--- config.mk ---
export PLATFORM = sky130hd
export DESIGN_NAME = multi_button_pattern_detector
export DESIGN_NICKNAME = d
export VERILOG_FILES = /design/src/rtl/multi_button_pattern_detector.sv
export SDC_FILE = /design/constraint.sdc
export NUM_CORES = 1
export LEC_CHECK = 0
export CORE_UTILIZATION = 50
export DETAILED_ROUTE_END_ITERATION = 12
export GPL_TIMING_DRIVEN = 0
export PLACE_DENSITY = 0.78
export SYNTH_ARGS = -nofsm -noshare
export SYNTH_HDL_FRONTEND = slang
export SYNTH_SLANG_ARGS = --single-unit
--- constraint.sdc ---
create_clock -name clock -period 2.75 [get_ports clock]
set_input_delay 0.275 -clock clock [delete_from_list [all_inputs] [get_ports clock]]
set_output_delay 0.275 -clock clock [all_outputs]
set_load 0.005 [all_outputs]
--- src/rtl/multi_button_pattern_detector.sv ---
// N-channel push-button front end: two-flop synchroniser, symmetric debounce,
// press encoding and a programmable press-sequence detector with idle timeout.
module multi_button_pattern_detector #(
    parameter int                               NUM_BUTTONS     = 2,
    parameter int                               SYM_W           = 1,
    parameter int                               DEBOUNCE_CYCLES = 65535,
    parameter int                               PATTERN_LEN     = 4,
    parameter logic [PATTERN_LEN*SYM_W-1:0]     PATTERN         = 4'b1101,
    parameter bit                               OVERLAP         = 1'b1,
    parameter int                               TIMEOUT_CYCLES  = 0
) (
    input  logic                                clock,
    input  logic                                reset,
    input  logic [NUM_BUTTONS-1:0]              raw_button,
    output logic [NUM_BUTTONS-1:0]              clean_button,
    output logic [NUM_BUTTONS-1:0]              press_pulse,
    output logic                                match,
    output logic                                match_toggle,
    output logic                                error,
    output logic [$clog2(PATTERN_LEN+1)-1:0]    hist_count
);

    localparam int DB_W   = $clog2(DEBOUNCE_CYCLES + 1);
    localparam int HC_W   = $clog2(PATTERN_LEN + 1);
    localparam int HW     = PATTERN_LEN * SYM_W;
    localparam int IDLE_W = (TIMEOUT_CYCLES > 0) ? $clog2(TIMEOUT_CYCLES + 1) : 1;

    localparam logic [DB_W-1:0]   DB_LAST  = DB_W'(DEBOUNCE_CYCLES - 1);
    localparam logic [HC_W-1:0]   HC_FULL  = HC_W'(PATTERN_LEN);
    localparam logic [IDLE_W-1:0] IDLE_MAX = IDLE_W'(TIMEOUT_CYCLES);

    logic [NUM_BUTTONS-1:0]            sync1_q, sync1_d;
    logic [NUM_BUTTONS-1:0]            sync_q, sync_d;
    logic [NUM_BUTTONS-1:0][DB_W-1:0]  db_cnt_q, db_cnt_d;
    logic [NUM_BUTTONS-1:0]            clean_q, clean_d;
    logic [NUM_BUTTONS-1:0]            press_q, press_d;
    logic                              match_q, match_d;
    logic                              toggle_q, toggle_d;
    logic                              error_q, error_d;
    logic [HW-1:0]                     hist_q, hist_d;
    logic [HC_W-1:0]                   hcount_q, hcount_d;
    logic [IDLE_W-1:0]                 idle_q, idle_d;

    logic [SYM_W-1:0]                  sym_s;
    logic                              single_s;
    logic                              multi_s;
    logic                              timeout_s;
    logic                              clear_s;
    logic [IDLE_W-1:0]                 idle_inc_s;
    logic [HC_W-1:0]                   hc_base_s;
    logic [HC_W-1:0]                   hc_inc_s;

    // State register for the whole block
    always_ff @(posedge clock or posedge reset) begin
        if (reset) begin
            sync1_q  <= '0;
            sync_q   <= '0;
            db_cnt_q <= '0;
            clean_q  <= '0;
            press_q  <= '0;
            match_q  <= 1'b0;
            toggle_q <= 1'b0;
            error_q  <= 1'b0;
            hist_q   <= '0;
            hcount_q <= '0;
            idle_q   <= '0;
        end else begin
            sync1_q  <= sync1_d;
            sync_q   <= sync_d;
            db_cnt_q <= db_cnt_d;
            clean_q  <= clean_d;
            press_q  <= press_d;
            match_q  <= match_d;
            toggle_q <= toggle_d;
            error_q  <= error_d;
            hist_q   <= hist_d;
            hcount_q <= hcount_d;
            idle_q   <= idle_d;
        end
    end

    // Next-state: debounce, press encoding, history, match and timeout
    always_comb begin
        sync1_d  = raw_button;
        sync_d   = sync1_q;
        clean_d  = clean_q;
        db_cnt_d = db_cnt_q;
        for (int i = 0; i < NUM_BUTTONS; i++) begin
            if (sync_q[i] == clean_q[i]) begin
                db_cnt_d[i] = '0;
            end else if (db_cnt_q[i] == DB_LAST) begin
                db_cnt_d[i] = '0;
                clean_d[i]  = sync_q[i];
            end else begin
                db_cnt_d[i] = db_cnt_q[i] + DB_W'(1);
            end
        end
        press_d = clean_d & ~clean_q;

        sym_s = '0;
        for (int i = 0; i < NUM_BUTTONS; i++) begin
            sym_s = sym_s | (press_q[i] ? SYM_W'(i) : {SYM_W{1'b0}});
        end
        single_s   = (press_q != '0) && ((press_q & (press_q - NUM_BUTTONS'(1))) == '0);
        multi_s    = (press_q != '0) && !single_s;
        idle_inc_s = (idle_q == IDLE_MAX) ? idle_q : idle_q + IDLE_W'(1);
        timeout_s  = (TIMEOUT_CYCLES > 0) && (idle_q == IDLE_MAX) && (hcount_q != '0);
        clear_s    = (OVERLAP == 1'b0) && match_q;
        // A press coinciding with the timeout starts a fresh history
        hc_base_s  = timeout_s ? '0 : hcount_q;
        hc_inc_s   = (hc_base_s == HC_FULL) ? HC_FULL : hc_base_s + HC_W'(1);

        hist_d   = hist_q;
        hcount_d = hcount_q;
        idle_d   = idle_inc_s;
        match_d  = 1'b0;
        error_d  = 1'b0;
        toggle_d = toggle_q;
        if (single_s) begin
            hist_d   = (hist_q << SYM_W) | HW'(sym_s);
            hcount_d = clear_s ? '0 : hc_inc_s;
            idle_d   = '0;
            if ((hcount_d == HC_FULL) && (hist_d == PATTERN)) begin
                match_d  = 1'b1;
                toggle_d = ~toggle_q;
            end else begin
                match_d  = 1'b0;
                toggle_d = toggle_q;
            end
        end else if (multi_s) begin
            hist_d   = '0;
            hcount_d = '0;
            error_d  = 1'b1;
        end else if (timeout_s || clear_s) begin
            hcount_d = '0;
        end else begin
            hcount_d = hcount_q;
        end
    end

    assign clean_button = clean_q;
    assign press_pulse  = press_q;
    assign match        = match_q;
    assign match_toggle = toggle_q;
    assign error        = error_q;
    assign hist_count   = hcount_q;

endmodule

Word level (Yosys, flattened, before mapping). Index checks and enable logic that the tools add are counted. W data, S select, Z words.

Reductions and logical operators: 8. Equal/unequal tests: 7. Add/sub/neg operators: 4. Shift-type cells: 0. Magnitude comparators: 0. Multiplexer cells: 18. Div/mod/pow operators: 0. Multipliers: 0. Bitwise logic cells: 5.

Operators by type and width (count): $mux W16 (4); $add A16 B1 Y16 const B (2); $eq A16 B16 Y1 const B (2); $mux W3 (5); $mux W1 (9); $eq A3 B3 Y1 const B (2); $and A2 B2 Y2 (2); $eq A4 B4 Y1 const B (1); $or A4 B1 Y4 (1); $reduce_bool A2 Y1 (2); $add A3 B1 Y3 const B (1); $logic_and A1 B1 Y1 (3); $eq A1 B1 Y1 (2); $logic_not A2 Y1 (1); $not A2 Y2 (1); $reduce_and A2 Y1 (1); $sub A2 B1 Y2 const B (1); $logic_not A1 Y1 (1); $not A1 Y1 (1).

Bits in writable memories: 0. Latch bits: 0. Input bits: 4. ROM bits: 0. Word-level logic and storage cells: 53. Memories kept: 0. Flip-flop bits (word level): 49.

Logic depth before layout (Yosys ltp).
Word-level depth: 8. Mapped depth: 7. Depth with buffers taken out: 6.

Least setup slack after synthesis. Ideal clock, no wire load.

Path type: reg2reg. Start: register db_cnt_q[16] (netlist bit). End: register clean_q[1], in the netlist clean_button[1]. Path buffers: 0. Arrival: 1.511 ns. Cell stages (with the launch flop): 6. Clock period less this slack: 1.636 ns. Setup slack: 1.114 ns. Setup time: 0.125 ns. Path through: dfrtp_1 inv_1 ha_1 nand4_1 or4_4 mux2_4.

Longest elaborated chain between the ends: 3.

Ends and longest elaborated chain: start, declared (line 34) `logic [NUM_BUTTONS-1:0][DB_W-1:0] db_cnt_q, db_cnt_d;`; start signal, assigned (line 70) `db_cnt_q <= db_cnt_d;`; $eq A16 B16 Y1 (line 91) `end else if (db_cnt_q[i] == DB_LAST) begin`; $mux W1 (line 91); $mux W1 (line 89) `if (sync_q[i] == clean_q[i]) begin`; named net clean_d[1] (line 35) `logic [NUM_BUTTONS-1:0] clean_q, clean_d;`; end signal, assigned (line 71) `clean_q <= clean_d;`; end, declared (line 35).

The timed path passes the listed nets, and every way through them passes these cells. A chain may end at the register's enable or synchronous reset.

==> run summary <==
The flow ran to the end, and the final reports show no timing, DRC or antenna violations. TritonCTS built the clock tree. The critical path goes through inv_1, ha_1, nand4_1, or4_4, nand2_4, buf_6, nor2_1. The die boundary width is 69.9 um.

In this run the critical register-to-register path is launched from db_cnt_q[16]. The area growth from synthesis to layout is 14.4%. Once placement finished, the instance area stood at 2520 um^2. The total non-filler cell area in the finished layout came out at 2630 um^2. The depth of the worst register-to-register path is 7. The number of antenna diodes in the final layout is 0.

From bottom edge to top edge, the die measures 69.9 um. When the netlist entered floorplanning its net count stood at 228. In this run the remaining antenna-violating nets after routing total 0. The slowest stage of the critical path belongs to the cell or4_4. The number of standard-cell rows in the floorplan is 24.

The first-pass GRT wire length is 6.60 mm. Setup repair after global routing left no endpoint under its margin. The switching power as a share of total power came out at 20.2%. The final core utilization came out at 60.1%. The count of different cell masters after synthesis came out at 30. The tree is rooted in a clkbuf_8.

The worst setup path is captured at a flop. The total count of hold-check failures in the final report came out at 0. The area share of the largest cell type after synthesis is 53.3%.

The number of buffers on the longest clock path came out at 2. The final routed wire length divided by cell count is 12.4 um. VDD sags by at most 0.000308 V. The post-synthesis instance total came out at 215. The number of DRC violations after detailed routing is 0. The count of buffering cells on the critical path with inverters included is 2. Adding up every negative setup slack in the final design gives 0 ns. The share of power burned in the clock network came out at 39.8%. The count of final setup violators is 0. The final number of max-transition violations came out at 0. The routed design could run at a clock period as short as 1.75 ns.

The relative contribution of combinational cells to total power is ~3.6%. The signal arrival time at the worst endpoint is 1.94 ns. The tree built by TritonCTS fans out to 49 sinks. The pin count of the biggest net entering global routing came out at 42. After layout, the worst path uses 63.8% of the clock period. Summing over every cut layer, the via total after detailed routing is 1514.

The synthesis-stage register bit count came out at 49. The cell type group with the largest total delay on the critical path is simple AND/OR/NAND/NOR gates. For this run, the top clock speed supported by timing is about 570 MHz. For this design, the CTS-stage hold fixing added 0 buffers. The slack of the worst reg-to-reg path is 1.0 ns. The pin slew with the least headroom to its limit came out at roughly 0.35 ns.

The number of placed instances, taps included came out at 281. The clock insertion delay at the later pin of the skew report came out at around 0.3 ns. The smallest setup slack after layout came out at 0.995 ns.

The count of yosys warnings during synthesis came out at 0. The effective utilization at floorplan is 52.5%. The number of global-route vias before repair came out at between 1000 and 1500. The final weighted congestion in routability-driven placement came out at 0.757.

The switching power is 0.000264 W. The power density of the placed cells is 497 nW/um^2. The fraction of final layout cells with drive strength greater than 1 came out at 10.1%. Counting the buffers created by CTS gives 5. The number of gates resized after CTS came out at 0. The port buffer count came out at 13.

The clock slew at the register clock pins of the worst setup and hold paths is roughly 0.090 ns. The clock arrives with 0.00786 ns of skew. The overall routed net length came out at 3.58 mm. The top fanout value on the critical path is 10. The core area came out at 4380 um^2. The total routing resource utilization after global routing is between 15 and 20%. The number of DRC violations after detailed-routing iteration 0 came out at 82. The required time at the worst-slack endpoint is 2.94 ns. Per report_power, the sequential group accounts for 56.6% of the total. The type of the worst setup path is reg -> reg. The startpoint class of the critical path is a flop. The max-capacitance violation count came out at 0. The pre-CTS worst setup slack is 0.994 ns. The filler-free cell count of the finished design came out at 289. The number of H-tree levels came out at 2. The sequential cell area fraction in the yosys report came out at 53.3%.

The maximum single-stage delay on the critical path came out at 0.57 ns. The post-CTS setup buffer count came out at 0. The total standard cell area after synthesis is between 2000 and 2500 um^2. 14 I/O pins were placed. Each instance of the synthesized netlist takes up on average around 11 um^2. The first-pass iteration count of the detailed router is 4. The overall overflow remaining after global route is 0. After legalization and detailed placement, the total HPWL measured 2.52 mm.

The floorplan step defined a die boundary enclosing 4880 um^2. The final layout contains 249 nets. The path class of the tightest hold or removal check is in -> async.

In this run the critical register-to-register path is captured at db_cnt_q[25]. Sorting the synthesized cells by area gives the leading types as dfrtp_1, xnor2_1, nor2_1, ha_1, xor2_1. The tightest slew margin relative to the limit is 76.6%. The cell internal power dissipation came out at 0.00104 W. The mean number of vias per cell came out at roughly 5.2. dfrtp_1 takes more of the synthesized area than any other cell. The static power due to leakage came out at 1.15 nW. The initial antenna violation count is 0.
[final cells by class]
class	count	area, um^2
Buffer	4	33.8
Clock buffer	7	86.3
Clock inverter	1	30.0
Fill cell	346	1750
Inverter	11	41.3
Multi-Input combinational cell	151	1000
Sequential cell	49	1230
Tap cell	52	65.1
Timing Repair Buffer	14	150
[per-layer routing]
| metal | wire, um | vias to the layer above | global-route usage (%) |
|---|---|---|---|
| met2 | 1670 | 21 | 27.2 |
| met3 | 106 | 7 | 3.61 |
| met5 | 0 | - | 0 |
| met1 | 1730 | 719 | 22.6 |
| li1 | - | 767 | - |
| met4 | 69 | 0 | 7.33 |
[cells in the mapped netlist]
| master | n |
|---|---|
| nand3b_1 | 2 |
| nor2b_1 | 1 |
| nor2_1 | 38 |
| nor3b_1 | 2 |
| xor2_1 | 10 |
| and4_1 | 2 |
| a2111oi_2 | 1 |
| nor3_1 | 6 |
| o21ai_0 | 6 |
| a21oi_1 | 3 |
| clkbuf_1 | 1 |
| dfrtp_1 | 49 |
| or3_1 | 1 |
| nand3_1 | 10 |
| inv_1 | 11 |
| nand2_1 | 14 |
| nand2_4 | 2 |
| mux2_4 | 2 |
| buf_6 | 2 |
| xnor2_1 | 20 |
| mux2_2 | 1 |
| or4_4 | 2 |
| nor4_1 | 4 |
| and4_2 | 1 |
| nand4b_1 | 1 |
| nand4_1 | 8 |
| and3_1 | 2 |
| ha_1 | 9 |
| buf_4 | 1 |
| nand4_2 | 3 |
[worst reg2reg max path: cells and delay by family (launching register included)]
family	cells	cell delay (ns)
and+or+nand+nor	4	0.87
DFF	1	0.43
buffers and inverters	2	0.22
adders and majority gates	1	0.13
[how the worst max path moves through the flow]
| stage | from | end | slack, ns | cells past startpoint |
|---|---|---|---|---|
| after floorplan | db_cnt_q[16] | clean_button[1] | 1.11 | 5 |
| after global placement | reset | db_cnt_q[26] | 0.38 | 2 |
| after detailed placement | db_cnt_q[16] | db_cnt_q[28] | 0.99 | 7 |
| after CTS | db_cnt_q[16] | db_cnt_q[25] | 0.99 | 7 |
| after global routing | db_cnt_q[16] | db_cnt_q[25] | 0.89 | 7 |
| final | db_cnt_q[16] | db_cnt_q[25] | 1.0 | 7 |
[power by group through the flow]
stage               clock (W)  combinational [W]  sequential, W
floorplan                   0          0.0000330       0.000752
global placement            0          0.0000449       0.000754
detailed placement          0          0.0000498       0.000755
CTS                  0.000536          0.0000500       0.000740
global route         0.000567          0.0000557       0.000743
finish               0.000521          0.0000476       0.000741
[per-stage QoR]
stage	hold WS (ns)	power, W
5_1_grt	0.205	0.00137
4_1_cts	0.210	0.00133
2_1_floorplan	0.306	0.000785
3_3_place_gp	0.358	0.000799
3_5_place_dp	0.362	0.000805
6_report	0.203	0.00131
[kinds of logic (layout without fill, tap and decap cells)]
family | Yosys count | in the layout | share of synthesized area (%)
AO/OA/AOI/OAI | 10 | 10 | 2.61
adder cells (fa/ha/maj) | 9 | 9 | 4.89
AND/OR/NAND/NOR | 99 | 99 | 22.8
multiplexers | 3 | 3 | 1.79
flip-flops | 49 | 49 | 53.3
buffers and inverters | 15 | 37 | 3.26
XOR/XNOR | 30 | 30 | 11.4
[flip-flops by register name, indices dropped and copies added (netlist names)]
| register | cells |
|---|---|
| db_cnt_q | 32 |
| hist_count | 3 |
| hist_q | 3 |
| clean_button | 2 |
| press_pulse | 2 |
| sync1_q | 2 |
| sync_q | 2 |
| error | 1 |
| match | 1 |
| match_toggle | 1 |
[placed cells by master (no fill, tap or decap), types with 8 or more instances in the layout]
| cell type | netlist | final |
|---|---|---|
| dfrtp_1 | 49 | 49 |
| nor2_1 | 38 | 38 |
| xnor2_1 | 20 | 20 |
| nand2_1 | 14 | 14 |
| clkdlybuf4s50_1 | 0 | 13 |
| inv_1 | 11 | 10 |
| xor2_1 | 10 | 10 |
| nand3_1 | 10 | 10 |
| ha_1 | 9 | 9 |
| nand4_1 | 8 | 8 |
Power figures use the tool's default switching activity.
